[src/rtl/proj_sketch_reader.sv]
// Sketch reader: snapshots the sorter's smallest-index vector on frame done, clears the
// sorter, then streams the first min(count, K) indices out over valid/ready.
package proj_pkg;
  localparam int unsigned HASHER_EXTENDER_INDICES_COUNT = 4;
endpackage

module proj_sketch_reader #(
  parameter int unsigned INDICES_COUNT = proj_pkg::HASHER_EXTENDER_INDICES_COUNT,
  parameter int unsigned INDEX_W       = 8,
  parameter int unsigned COUNT_W       = 16,
  localparam int unsigned SLOT_W       = $clog2(INDICES_COUNT)
) (
  input  logic                                    in_clk,
  input  logic                                    in_rst,
  input  logic [INDICES_COUNT-1:0][INDEX_W-1:0]   in_smallest_idx,
  input  logic [COUNT_W-1:0]                      in_item_count,
  input  logic                                    in_frame_done,
  output logic                                    out_sorter_clear,
  output logic                                    out_valid,
  input  logic                                    in_ready,
  output logic [INDEX_W-1:0]                      out_idx,
  output logic [SLOT_W-1:0]                       out_slot,
  output logic                                    out_last,
  output logic                                    out_busy,
  output logic                                    out_frame_empty,
  output logic                                    out_frame_drop
);

  typedef enum logic [0:0] {StIdle, StSend} state_e;

  localparam logic [COUNT_W-1:0] CountMax = COUNT_W'(INDICES_COUNT);
  localparam logic [SLOT_W:0]    NMax     = (SLOT_W+1)'(INDICES_COUNT);
  localparam logic [SLOT_W:0]    NOne     = (SLOT_W+1)'(1);
  localparam logic [SLOT_W-1:0]  SlotOne  = SLOT_W'(1);

  state_e                                state_q, state_d;
  logic [INDICES_COUNT-1:0][INDEX_W-1:0] snap_q, snap_d;
  logic [SLOT_W:0]                       cnt_q, cnt_d;
  logic [SLOT_W-1:0]                     slot_q, slot_d;
  logic [INDEX_W-1:0]                    idx_q, idx_d;
  logic                                  valid_q, valid_d;
  logic                                  last_q, last_d;
  logic                                  clear_q, clear_d;
  logic                                  empty_q, empty_d;
  logic                                  drop_q, drop_d;

  logic              fire, last_fire, accept;
  logic [SLOT_W:0]   n_in;
  logic [SLOT_W-1:0] slot_nxt;

  assign fire      = valid_q & in_ready;
  assign last_fire = fire & last_q;
  // A new frame may land on the same edge as the previous frame's final beat.
  assign accept    = in_frame_done & ((state_q == StIdle) | last_fire);
  assign n_in      = (in_item_count >= CountMax) ? NMax : in_item_count[SLOT_W:0];
  assign slot_nxt  = slot_q + SlotOne;

  always_comb begin
    state_d = state_q;
    snap_d  = snap_q;
    cnt_d   = cnt_q;
    slot_d  = slot_q;
    idx_d   = idx_q;
    valid_d = valid_q;
    last_d  = last_q;
    clear_d = accept;
    empty_d = 1'b0;
    drop_d  = in_frame_done & (state_q == StSend) & ~last_fire;

    if (accept) begin
      snap_d = in_smallest_idx;
      cnt_d  = n_in;
      slot_d = '0;
      if (n_in != '0) begin
        state_d = StSend;
        valid_d = 1'b1;
        idx_d   = in_smallest_idx[0];
        last_d  = (n_in == NOne);
      end else begin
        state_d = StIdle;
        valid_d = 1'b0;
        last_d  = 1'b0;
        empty_d = 1'b1;
      end
    end else if (last_fire) begin
      state_d = StIdle;
      valid_d = 1'b0;
      last_d  = 1'b0;
    end else if (fire) begin
      slot_d = slot_nxt;
      idx_d  = snap_q[slot_nxt];
      last_d = ({1'b0, slot_nxt} == (cnt_q - NOne));
    end
  end

  always_ff @(posedge in_clk) begin
    if (in_rst) begin
      state_q <= StIdle;
      snap_q  <= '0;
      cnt_q   <= '0;
      slot_q  <= '0;
      idx_q   <= '0;
      valid_q <= 1'b0;
      last_q  <= 1'b0;
      clear_q <= 1'b0;
      empty_q <= 1'b0;
      drop_q  <= 1'b0;
    end else begin
      state_q <= state_d;
      snap_q  <= snap_d;
      cnt_q   <= cnt_d;
      slot_q  <= slot_d;
      idx_q   <= idx_d;
      valid_q <= valid_d;
      last_q  <= last_d;
      clear_q <= clear_d;
      empty_q <= empty_d;
      drop_q  <= drop_d;
    end
  end

  assign out_valid        = valid_q;
  assign out_idx          = idx_q;
  assign out_slot         = slot_q;
  assign out_last         = last_q;
  assign out_busy         = (state_q == StSend);
  assign out_sorter_clear = clear_q;
  assign out_frame_empty  = empty_q;
  assign out_frame_drop   = drop_q;

endmodule
[config.mk]
export PLATFORM = sky130hd
export DESIGN_NAME = proj_sketch_reader
export DESIGN_NICKNAME = d
export VERILOG_FILES = /design/src/rtl/proj_sketch_reader.sv
export SDC_FILE = /design/constraint.sdc
export NUM_CORES = 1
export LEC_CHECK = 0
export CORE_UTILIZATION = 35
export DETAILED_ROUTE_END_ITERATION = 7
export MAX_ROUTING_LAYER = met4
export PLACE_DENSITY_LB_ADDON = 0.25
export SLEW_MARGIN = 0
export SYNTH_ARGS = -nofsm -noshare
export SYNTH_HDL_FRONTEND = slang
export SYNTH_SLANG_ARGS = --single-unit
[constraint.sdc]
create_clock -name in_clk -period 2.6 [get_ports in_clk]
set_clock_uncertainty 0.05 [all_clocks]
set_input_delay 0.52 -clock in_clk [delete_from_list [all_inputs] [get_ports in_clk]]
set_output_delay 0.52 -clock in_clk [all_outputs]
set_load 0.005 [all_outputs]
==> impl_metrics.ini <==
[layout]
final_nets = 374
final_cell_mix = nand2_1 (77), clkdlybuf4s50_1 (66), dfxtp_1 (50)
syn_to_final_growth_pct = 36.0
multi_input_area_sq_um = 1120
mostFrequentLayoutCell = nand2_1
diodes = 0
layout-drive-gt1-share_pct = 12.8
nFillCells = 589
seqCellArea_sq_um = 1000

[floorplanning]
rows = 28
core-area_sq_um = 6060
die_area_sq_um = 6780
dieWidth_microns = 82.4
start_util_pct = 37.3
die_y_microns = 82.4
pin_count = 68

[yosys]
synth-seq-cells = 50
synth_area_sq_um = 2260
synthTopCellsByArea = dfxtp_1 (44%), nand2_1 (13%), a21oi_1 (10%)
synth_nets = 309
yosysSeqAreaShare_pct = 44.3
synth.top_cell.area_share_pct = 44.3
ys_types = 33
syn_avg_cell_area_sq_um = 8.83
ys.warnings.count = 0
postSynthCellCount = 256
synth_area_leader_cell = dfxtp_1

[sta]
min_period_over_period_pct = 97.4
setup_viol = 0
rsz0062_at_grt = false
final_hold_viol_count = 0
max_slew.worst_pin.slew_ns = 0.648
drv_slew = 0
setup_slack_ns = 0.0679
hold_slack_ns = 0.404
slew_headroom_pct = 56.8
fmax_ghz = 0.395
fin_crit_ns = 2.53

[clock_network]
clk_pin_slew_ns = 0.08
numCtsBuffers = 5
htreeDepth = 2
cts_buffer_depth = 2
postCtsResizedCells = 0
clock_sinks = 50
cts_tree = yes
clk_latency_ns = 0.30
root_buffer = clkbuf_8
cts_setup_buffers = 0
cts-hold-fix-buffers = 0

[worst_setup_path]
cp-start-kind = primary input
crit_path_end_kind = register
crit_arrival_ns = 2.70
cp_slowest_cell = or4_4
worstPathCellList = clkdlybuf4s50_1 > or4_4 > or4_4 > a21bo_1 > a311oi_2
critical_path.max_stage_delay_ns = 0.55
critPathRequiredTime_ns = 2.76
critical_path_class = in -> reg
crit_fanout = 8
crit_top_cell = or4_4

[placement]
gp_congestion = 0.748
post-place-ws_ns = -0.241
port_buffers = 67
dp_hpwl_microns = 3680

[global_route]
antenna_found_initial = 0
grt_pass1_wl_microns = 8420
grt_max_degree = 44
grt_usage_pct = 16.9
grt_pass1_vias = 1869
grt_overflow = 0

[route]
viasPerCell = 4.95
vias = 1961
routed_wl_microns = 5200
wl_per_cell_microns = 13.1
drc_errors = 0
drt_pre_antenna_iters = 4
ant_nets = 0
drt_iter0_drc = 104

[run_status]
outcome = completed

[power_and_ir_drop]
peakVddDrop_uv = 227
power_density_nw_per_um2 = 510
power_leakage_nw = 1.11

[min_path]
hold_path_class = reg -> reg

[job]
drv_cap = 0
## report_power, final
part	switching, mW	internal [mW]	total, mW
registers	0.0275	0.813	0.841
clock network	0.238	0.186	0.424
logic	0.127	0.176	0.302
total	0.392	1.17	1.57
## worst paths after layout
| kind | start | end | slack [ns] | cells after the start |
|---|---|---|---|---|
| setup / recovery | in_item_count[14] | out_idx[4] | 0.07 | 5 |
| hold / removal | snap_q[24] | snap_q[24] | 0.40 | 2 |
| setup reg to reg | out_slot[0] | out_idx[3] | 0.92 | 4 |
| hold reg to reg | snap_q[24] | snap_q[24] | 0.40 | 2 |
## critical path: cells and delay by family
kind,cells,cell delay (ns)
AOI/OAI and AO/OA,2,0.68
buffers and inverters,1,0.40
and+or+nand+nor,2,1.09
## stage by stage
step                instance area, sq um  total power [mW]  std cells  TNS (ns)  utilization (%)
global placement                    3000              1.16        389     -1.68             49.5
floorplan                           2260              1.02        256         0                -
detailed placement                  3000              1.16        389     -1.81             49.5
global route                        3070              1.65        396         0             50.7
finish                              3070              1.57        396         0             50.7
CTS                                 3070              1.59        396         0             50.7
## area by class of cell
class	count	share of cell area, %
multi-input combinational	181	36.4
timing repair buffer	79	25.0
clock buffer	7	2.48
tap	75	3.05
sequential	50	32.6
inverter	4	0.488
## layer usage
metal,part of all wire [%],global-route usage (%),wire length [microns],vias to the layer above
met5,0,-,0,-
met4,1.1,6.32,55,0
met3,5.1,2.75,266,5
met2,47,27.9,2460,47
met1,47,20.8,2420,906
li1,-,-,-,1003
## state kept, by name, summed over array words and instances, names as in the netlist
name / flops
snap_q: 32
out_idx: 8
cnt_q: 3
out_slot: 2
out_frame_drop: 1
out_frame_empty: 1
out_last: 1
out_sorter_clear: 1
out_valid: 1
## synthesized netlist by cell type (all sizes together)
master and n:
inv 4, a311oi 8, clkbuf 11, a221oi 1
xnor2 2, dfxtp 50, nand3 3, nor2b 1
and2 1, a21oi 45, a21bo 2, nand2b 7
buf 9, or2 2, dlygate4sd1 1, or4 5
or2b 1, xor2 2, nand3b 1, mux4 8
nand2 77, mux2i 1, nor3 3, ha 1
nand4b 1, nor2 5, nor3b 2, nor4 2
## cell families after synthesis
family,count (synthesis),synth area share [%]
buf+inv,25,6.25
mux,9,8.41
simple gates,111,22.4
compound gates,56,16.5
fa+ha+maj,1,0.553
flops,50,44.3
xor+xnor,4,1.55
Note: power is estimated with default switching activity, not from simulation.
